--- src/rtl/muldiv_pkg.sv ---
// Shared types and constants for the multicycle multiply/divide sequencer.
package muldiv_pkg;

  localparam int unsigned MD_WIDTH = 32;

  typedef enum logic [1:0] {MD_MULT, MD_MULTU, MD_DIV, MD_DIVU} muldiv_op_t;

  typedef enum logic [2:0] {IDLE, PREP, CALC, FIX, DONE} muldiv_state_t;

  // True for DIV/DIVU.
  function automatic logic op_is_div(input muldiv_op_t o);
    return (o == MD_DIV) || (o == MD_DIVU);
  endfunction

  // True for the two's-complement variants MULT/DIV.
  function automatic logic op_is_signed(input muldiv_op_t o);
    return (o == MD_MULT) || (o == MD_DIV);
  endfunction

endpackage

--- src/rtl/muldiv_step.sv ---
// One iteration of shift-add multiply or restoring divide on the 2*WIDTH accumulator.
// Multiply: acc = {partial product, unshifted multiplier}, shifted right.
// Divide:   acc = {remainder, dividend/quotient}, shifted left.
module muldiv_step
  import muldiv_pkg::*;
#(
  parameter int unsigned WIDTH = MD_WIDTH
) (
  input  logic [2*WIDTH-1:0] acc,
  input  logic [WIDTH-1:0]   operand,
  input  logic               is_div,
  output logic [2*WIDTH-1:0] acc_next
);

  logic [WIDTH:0] sum;
  logic [WIDTH:0] top;
  logic [WIDTH:0] diff;

  // Next accumulator value for a single iteration.
  always_comb begin
    sum      = {1'b0, acc[2*WIDTH-1:WIDTH]} + {1'b0, operand};
    top      = acc[2*WIDTH-1:WIDTH-1];
    diff     = top - {1'b0, operand};
    acc_next = '0;
    if (is_div) begin
      // Remainder is always below the divisor, so top fits in WIDTH+1 bits.
      if (!diff[WIDTH]) begin
        acc_next = {diff[WIDTH-1:0], acc[WIDTH-2:0], 1'b1};
      end else begin
        acc_next = {top[WIDTH-1:0], acc[WIDTH-2:0], 1'b0};
      end
    end else if (acc[0]) begin
      acc_next = {sum, acc[WIDTH-1:1]};
    end else begin
      acc_next = {1'b0, acc[2*WIDTH-1:1]};
    end
  end

endmodule

--- src/rtl/muldiv_seq.sv ---
// Multicycle MULT/MULTU/DIV/DIVU sequencer with Hi/Lo result registers.
// Optional: define MULDIV_EARLY_EXIT_EN to let multiplies finish as soon as
// the remaining multiplier bits are all zero.
module muldiv_seq
  import muldiv_pkg::*;
#(
  parameter int unsigned WIDTH = MD_WIDTH
) (
  input  logic             clock,
  input  logic             reset,
  input  logic             start,
  input  logic [1:0]       op,
  input  logic [WIDTH-1:0] a,
  input  logic [WIDTH-1:0] b,
  output logic             busy,
  output logic             done,
  output logic             div_zero,
  output logic [WIDTH-1:0] hi,
  output logic [WIDTH-1:0] lo
);

  localparam int unsigned CNT_W = $clog2(WIDTH);

  muldiv_state_t      state;
  logic [CNT_W-1:0]   cnt;
  logic [2*WIDTH-1:0] acc;
  logic [WIDTH-1:0]   operand;
  logic [WIDTH-1:0]   a_q;
  logic [WIDTH-1:0]   b_q;
  muldiv_op_t         op_q;
  logic               neg_res;
  logic               neg_rem;

  logic               is_div;
  logic               is_signed;
  logic [WIDTH-1:0]   a_abs;
  logic [WIDTH-1:0]   b_abs;
  logic [2*WIDTH-1:0] acc_next;
  logic [2*WIDTH-1:0] prod_fix;
  logic [WIDTH-1:0]   quo_fix;
  logic [WIDTH-1:0]   rem_fix;
  logic               early;
  logic [2*WIDTH-1:0] acc_aligned;

  muldiv_step #(.WIDTH(WIDTH)) u_step (
    .acc      (acc),
    .operand  (operand),
    .is_div   (is_div),
    .acc_next (acc_next)
  );

`ifdef MULDIV_EARLY_EXIT_EN
  localparam int unsigned SH_W = CNT_W + 1;
  logic [SH_W-1:0]  shamt;
  logic [WIDTH-1:0] rem_mask;

  // Detect an exhausted multiplier and pre-align the accumulator for FIX.
  always_comb begin
    shamt       = SH_W'(cnt) + SH_W'(1);
    rem_mask    = ~({WIDTH{1'b1}} << shamt);
    early       = !is_div && ((acc[WIDTH-1:0] & rem_mask) == '0);
    acc_aligned = acc >> shamt;
  end
`else
  // Fixed latency: never leave CALC early.
  always_comb begin
    early       = 1'b0;
    acc_aligned = acc;
  end
`endif

  // Operand magnitudes and sign-corrected results.
  always_comb begin
    is_div    = op_is_div(op_q);
    is_signed = op_is_signed(op_q);
    a_abs     = (is_signed && a_q[WIDTH-1]) ? -a_q : a_q;
    b_abs     = (is_signed && b_q[WIDTH-1]) ? -b_q : b_q;
    prod_fix  = neg_res ? -acc : acc;
    quo_fix   = neg_res ? -acc[WIDTH-1:0] : acc[WIDTH-1:0];
    rem_fix   = neg_rem ? -acc[2*WIDTH-1:WIDTH] : acc[2*WIDTH-1:WIDTH];
  end

  // Sequencer FSM, datapath registers and registered outputs.
  always_ff @(posedge clock or negedge reset) begin
    if (!reset) begin
      state    <= IDLE;
      cnt      <= '0;
      acc      <= '0;
      operand  <= '0;
      a_q      <= '0;
      b_q      <= '0;
      op_q     <= MD_MULT;
      neg_res  <= 1'b0;
      neg_rem  <= 1'b0;
      busy     <= 1'b0;
      done     <= 1'b0;
      div_zero <= 1'b0;
      hi       <= '0;
      lo       <= '0;
    end else begin
      done <= 1'b0;
      case (state)
        IDLE: begin
          if (start) begin
            a_q      <= a;
            b_q      <= b;
            op_q     <= muldiv_op_t'(op);
            div_zero <= 1'b0;
            busy     <= 1'b1;
            state    <= PREP;
          end
        end
        PREP: begin
          cnt     <= CNT_W'(WIDTH - 1);
          neg_res <= is_signed && (a_q[WIDTH-1] ^ b_q[WIDTH-1]);
          neg_rem <= is_signed && a_q[WIDTH-1];
          if (is_div) begin
            operand <= b_abs;
            acc     <= {{WIDTH{1'b0}}, a_abs};
          end else begin
            operand <= a_abs;
            acc     <= {{WIDTH{1'b0}}, b_abs};
          end
          if (is_div && (b_q == '0)) begin
            div_zero <= 1'b1;
            done     <= 1'b1;
            state    <= DONE;
          end else begin
            state <= CALC;
          end
        end
        CALC: begin
          if (early) begin
            acc   <= acc_aligned;
            state <= FIX;
          end else begin
            acc <= acc_next;
            cnt <= cnt - 1'b1;
            if (cnt == '0) state <= FIX;
          end
        end
        FIX: begin
          if (is_div) begin
            hi <= rem_fix;
            lo <= quo_fix;
          end else begin
            hi <= prod_fix[2*WIDTH-1:WIDTH];
            lo <= prod_fix[WIDTH-1:0];
          end
          done  <= 1'b1;
          state <= DONE;
        end
        DONE: begin
          busy  <= 1'b0;
          state <= IDLE;
        end
        default: begin
          busy  <= 1'b0;
          state <= IDLE;
        end
      endcase
    end
  end

endmodule

--- config.mk ---
export PLATFORM = sky130hd
export DESIGN_NAME = muldiv_seq
export DESIGN_NICKNAME = d
export VERILOG_FILES = /design/src/rtl/muldiv_pkg.sv /design/src/rtl/muldiv_step.sv /design/src/rtl/muldiv_seq.sv
export SDC_FILE = /design/constraint.sdc
export NUM_CORES = 1
export LEC_CHECK = 0
export CAP_MARGIN = 20
export CORE_MARGIN = 5
export CORE_UTILIZATION = 29
export CTS_CLUSTER_SIZE = 16
export DETAILED_ROUTE_END_ITERATION = 7
export GPL_TIMING_DRIVEN = 0
export PLACE_DENSITY = 0.43
export SLEW_MARGIN = 15
export SYNTH_ARGS = -nofsm -noshare
export SYNTH_HDL_FRONTEND = slang
export SYNTH_SLANG_ARGS = --single-unit
--- constraint.sdc ---
create_clock -name clock -period 3.9 [get_ports clock]
set_input_delay 0.78 -clock clock [delete_from_list [all_inputs] [get_ports clock]]
set_output_delay 0.78 -clock clock [all_outputs]
set_load 0.1 [all_outputs]
After elaboration in Yosys (flattened, before gate mapping)
Index checks and enable logic that the tools add are counted.
- reduce and logical (&&, ||, !) cells: 17
- bitwise logic cells: 2
- eq/ne operators: 8
- multiplexer cells: 25
- add/sub/neg operators: 8
- operator list (operator ; count):
    $mux 32 ; 8
    $mux 64 ; 4
    $neg 32->32 ; 4
    $pmux 64 s2 ; 1
    $neg 64->64 ; 1
    $add 32x32->33 ; 1
    $sub 33x32->33 ; 1
    $logic_not 32->1 ; 1
    $pmux 3 s4 ; 1
    $pmux 5 s2 ; 1
    $mux 3 ; 3
    $eq 3x2->1 const B ; 2
    $ne 2x2->1 const B ; 3
    $pmux 1 s2 ; 3
    $reduce_and 2->1 ; 3
    $logic_not 5->1 ; 1
    $sub 5x1->5 const B ; 1
    $eq 2x2->1 const B ; 2
    $logic_and 1x1->1 ; 4
    $mux 1 ; 4
    $reduce_bool 2->1 ; 2
    $eq 3x1->1 const B ; 1
    $logic_not 3->1 ; 1
    $reduce_and 3->1 ; 1
    other kinds (5) ; 6
- input bits: 69
- word-level logic and storage cells: 74
- register bits: 239

Depth between registers and ports, before layout
- word-level depth: 6
- depth in mapped cells: 15
- gate-level depth less buffers: 13

By module
Synthesis repeated with hierarchy kept, for this count alone.
- cell total of the unflattened synthesis: 2005
- area, all modules: 17559.3 um2
- modules (own cells, without submodules) (module ; instances ; cells each ; area each (um2) ; sequential area each (um2)):
    muldiv_seq ; 1 ; 1321 ; 12718.4 ; 5980.7
    muldiv_step ; 1 ; 684 ; 4840.9 ; 0.0

Worst setup path before layout
No wires, ideal clock.
- kind: reg2reg
- start: reg acc[38]
- end: reg acc[36]
- path buffers: 1
- arrival: 3.356 ns
- period minus slack after synthesis: 3.482 ns
- data required time: 3.774 ns
- slack: 0.418 ns
- cell stages (with the launch flop): 13
- cell sequence: dfrtp_1 ha_1 nand2_1 or4b_1 o21ai_1 a21boi_1 a221o_1 a41o_1 a41o_1 buf_2 nor2_4 mux2_1 a221o_1
- longest elaborated chain between the ends: 4
- RTL lines (what ; RTL line ; RTL):
    start: declaration ; muldiv_seq.sv:26 ; logic [2*WIDTH-1:0] acc;
    start signal: assignment ; muldiv_seq.sv:119 ; acc <= {{WIDTH{1'b0}}, a_abs};
    start signal: assignment ; muldiv_seq.sv:122 ; acc <= {{WIDTH{1'b0}}, b_abs};
    start signal: assignment ; muldiv_seq.sv:134 ; acc <= acc_aligned;
    $sub 33x32->33 ; muldiv_step.sv:23 ; diff = top - {1'b0, operand};
    $mux 64 ; muldiv_step.sv:27 ; if (!diff[WIDTH]) begin
    $mux 64 ; muldiv_step.sv:25 ; if (is_div) begin
    $pmux 64 s2 ; muldiv_seq.sv:102 ; case (state)
Every way passes these cells.
A chain may end at the register's enable or synchronous reset.

Worst setup path after layout
- start: reg operand[7]
- end: reg acc[36]
- longest elaborated chain between the ends: 4
- RTL lines (what ; RTL line ; RTL):
    start: declaration ; muldiv_seq.sv:27 ; logic [WIDTH-1:0] operand;
    start signal: assignment ; muldiv_seq.sv:118 ; operand <= b_abs;
    start signal: assignment ; muldiv_seq.sv:121 ; operand <= a_abs;
    $sub 33x32->33 ; muldiv_step.sv:23 ;
    $mux 64 ; muldiv_step.sv:27 ;
    $mux 64 ; muldiv_step.sv:25 ;
    $pmux 64 s2 ; muldiv_seq.sv:102 ;
Every way passes these cells.

==> flow_metrics.py <==
metrics = {
    "outcome": {
        "status": "finished, final reports clean",
    },
    "critical_path": {
        "r2r_start": "operand[7]",
        "crit_path_end_kind": "register",
        "critPathMaxStageDelay_ps": 490,
        "critPathArrivalTime_ps": 4280,
        "rr_worst_depth": 13,
        "r2r-end": "acc[36]",
        "crit_required_ps": 4360,
        "path_buf_inv": 2,
        "slowest_stage": "or4b_1",
        "worstSetupPathType": "reg -> reg",
        "cp-start-kind": "register",
        "crit_family": "compound AO/OA/AOI/OAI gates",
        "r2r_setup_slack_ps": 80,
        "path_common_cell": "a221o_1",
        "crit_chain": "inv_1 -> ha_4 -> nand2_1 -> or4b_1 -> o21ai_4 -> a21boi_4 -> a221o_1 -> a41o_4 -> a41o_1 -> buf_4 -> nor2_4 -> mux2_1 -> a221o_1",
        "crit_fanout": 10,
    },
    "cts": {
        "cts_root_buffer": "clkbuf_16",
        "clock-sinks": 239,
        "ctsHoldBuffers": 0,
        "path_clk_slew_ps": 60,
        "tritoncts": "built",
        "cts_buffer_depth": 3,
        "cts_max_level": 1,
        "cts_made_buffers": 29,
        "clock_latency_ps": 580,
    },
    "detailed_routing": {
        "viasPerCell": 5.340,
        "vias": 15538,
        "first_pass_iters": 7,
        "ant_nets": 0,
        "drt_wl_total_um": 66930,
        "drc": 0,
        "first_iter_violations": 1040,
        "wl_per_cell_um": 23.00,
    },
    "synth": {
        "synth_top_flop_cell": "dfrtp_1",
        "synthArstFlopShare": 1.000,
        "syn-cell-area_sq_um": 16910,
        "ys_seq_area_frac": 0.3536,
        "synth.ff_latch_count": 239,
        "synthCells": 1953,
        "synth_nets": 2094,
        "synth_edf_count": 0,
        "syn-mean-instance-area_sq_um": 8.660,
        "ys_types": 80,
        "yosysWarnings": 0,
    },
    "floorplan": {
        "pin_count": 136,
        "start_util": 0.2932,
        "die_w_um": 251.5,
        "die_h_um": 251.5,
        "core-area_sq_um": 57700,
        "die_area_sq_um": 63250,
        "row_count": 88,
    },
    "cells_and_area": {
        "final_cell_mix": "nand2_1, dfrtp_1, o21ai_0",
        "fin_area_sq_um": 20410,
        "drive_gt1_frac": 0.08671,
        "multi_input_area_sq_um": 10320,
        "fillers": 6085,
        "layout.nets": 2267,
        "areaGrowthSynthToFinish_pct": 20.69,
        "final_common_cell": "nand2_1",
        "regArea_sq_um": 5986,
        "diodes": 0,
        "utilization": 0.3538,
    },
    "flow_run": {
        "drv_cap": 0,
    },
    "timing": {
        "timing.final.max_slew_violations": 0,
        "timing.final.crit_share": 0.9795,
        "max_slew.worst_pin.slew_ps": 1029,
        "finalSetupTns_ps": 0,
        "skew_ps": 24.57,
        "clock.fmax_mhz": 261.8,
        "relSlewSlack": 0.3143,
        "post-route-min-period_ps": 3820,
        "grt_setup_unrepaired": "yes",
        "finalSetupViolCount": 0,
        "finalHoldViolCount": 0,
    },
    "global_routing": {
        "antenna_found_initial": 1,
        "gr-total-overflow": 0,
        "grt_pass1_vias": 15552,
        "grt_start_max_net_pins": 83,
        "grt_first_pass_wirelength_um": 100200,
        "grt_util_all_layers": 0.2040,
    },
    "placed_design": {
        "dp_hpwl_um": 53010,
        "placed_area_sq_um": 19310,
        "port_buffers": 135,
        "place.gp.congestion": 0.8958,
    },
    "worst_hold_path": {
        "worst_hold_path_type": "in -> async",
    },
}
-- worst max path at each step --
stage,startpoint,cells past startpoint,endpoint
6_report,operand[7],13,acc[36]
5_1_grt,acc[31],14,acc[36]
4_1_cts,acc[38],12,acc[36]
3_5_place_dp,acc[31],14,acc[45]
3_3_place_gp,reset,1,hi[7]
2_1_floorplan,acc[38],12,acc[36]
-- cell usage after synthesis, types with 7 or more instances --
master      n  area share
nand2_1   261       0.058
xor2_1     89       0.046
or4_1      10      0.0044
a21o_1     40       0.018
nor4_1     19      0.0070
o221ai_1   32       0.017
and3_1     12      0.0044
o21ai_0   227       0.067
a221oi_1    7      0.0036
xnor2_1    81       0.042
nor2b_1    11      0.0041
nand4_1     7      0.0026
nand2b_1   18      0.0067
a31oi_1    15      0.0055
or3_1      24      0.0089
a211oi_1   15      0.0067
nand3_1    20      0.0059
a21oi_1   115       0.034
nor3_1     49       0.014
o31ai_1    38       0.017
inv_1      57       0.013
ha_1       70       0.052
mux2_2     71       0.047
clkbuf_1   99       0.022
nor2_1     95       0.021
and2_1      9      0.0033
mux2i_1    70       0.041
o21ai_1     9      0.0027
buf_1      12      0.0027
o211ai_1    7      0.0031
o41ai_1     7      0.0036
dfrtp_1   239        0.35
-- registers in the layout (all words and copies together), names as in the netlist, 2 cells and up --
| signal | cells |
|---|---|
| a_q | 32 |
| acc | 64 |
| b_q | 32 |
| cnt | 5 |
| hi | 32 |
| lo | 32 |
| op_q | 2 |
| operand | 32 |
| state | 3 |
-- cell type report --
class / instances / share of cell area
Buffer: 120 / 0.02409
Clock buffer: 38 / 0.03966
Clock inverter: 12 / 0.007355
Inverter: 57 / 0.01067
Multi-Input combinational cell: 1536 / 0.5058
Sequential cell: 239 / 0.2932
Tap cell: 765 / 0.04689
Timing Repair Buffer: 143 / 0.07233
-- metal layers --
layer	vias to the layer above	global-route usage	part of all wire
met1	7601	0.2760	0.45
met4	0	0.06237	0.031
met3	89	0.02835	0.050
met2	444	0.3402	0.47
met5	-	0	0
li1	7404	-	-
-- worst register-to-register path: stages (launching register included) --
cell	delay (ps)
dfrtp_1	390
inv_1	170
ha_4	250
nand2_1	80
or4b_1	490
o21ai_4	220
a21boi_4	120
a221o_1	380
a41o_4	330
a41o_1	240
buf_4	190
nor2_4	220
mux2_1	350
a221o_1	320
-- stage by stage --
stage	hold slack (ps)	std cells	setup WS [ps]
2_1_floorplan	457.6	1953	417.7
3_3_place_gp	469.7	2853	-9207
3_5_place_dp	472.8	2856	-562.6
4_1_cts	54.61	2908	8.408
5_1_grt	71.12	2910	-11.37
6_report	74.39	2910	79.84
-- kinds of logic after synthesis --
kind of cell | count (synthesis) | synth area share
multiplexers | 142 | 0.08936
flip-flops | 239 | 0.3536
adder cells (fa/ha/maj) | 72 | 0.05415
AO/OA/AOI/OAI | 580 | 0.2139
AND/OR/NAND/NOR | 572 | 0.1599
XOR/XNOR | 170 | 0.08803
buffers and inverters | 178 | 0.04106
-- what timing repair did --
| item | CTS | global route |
|---|---|---|
| resized for setup | 8 | 20 |
| buffers inserted | 3 | 2 |
| pin swaps | 4 | 1 |
| setup endpoints to repair | 44 | 42 |
Power is left out: the tool's default activity adds up to more than one toggle a clock period on the data nets, which glitch-free logic cannot reach.
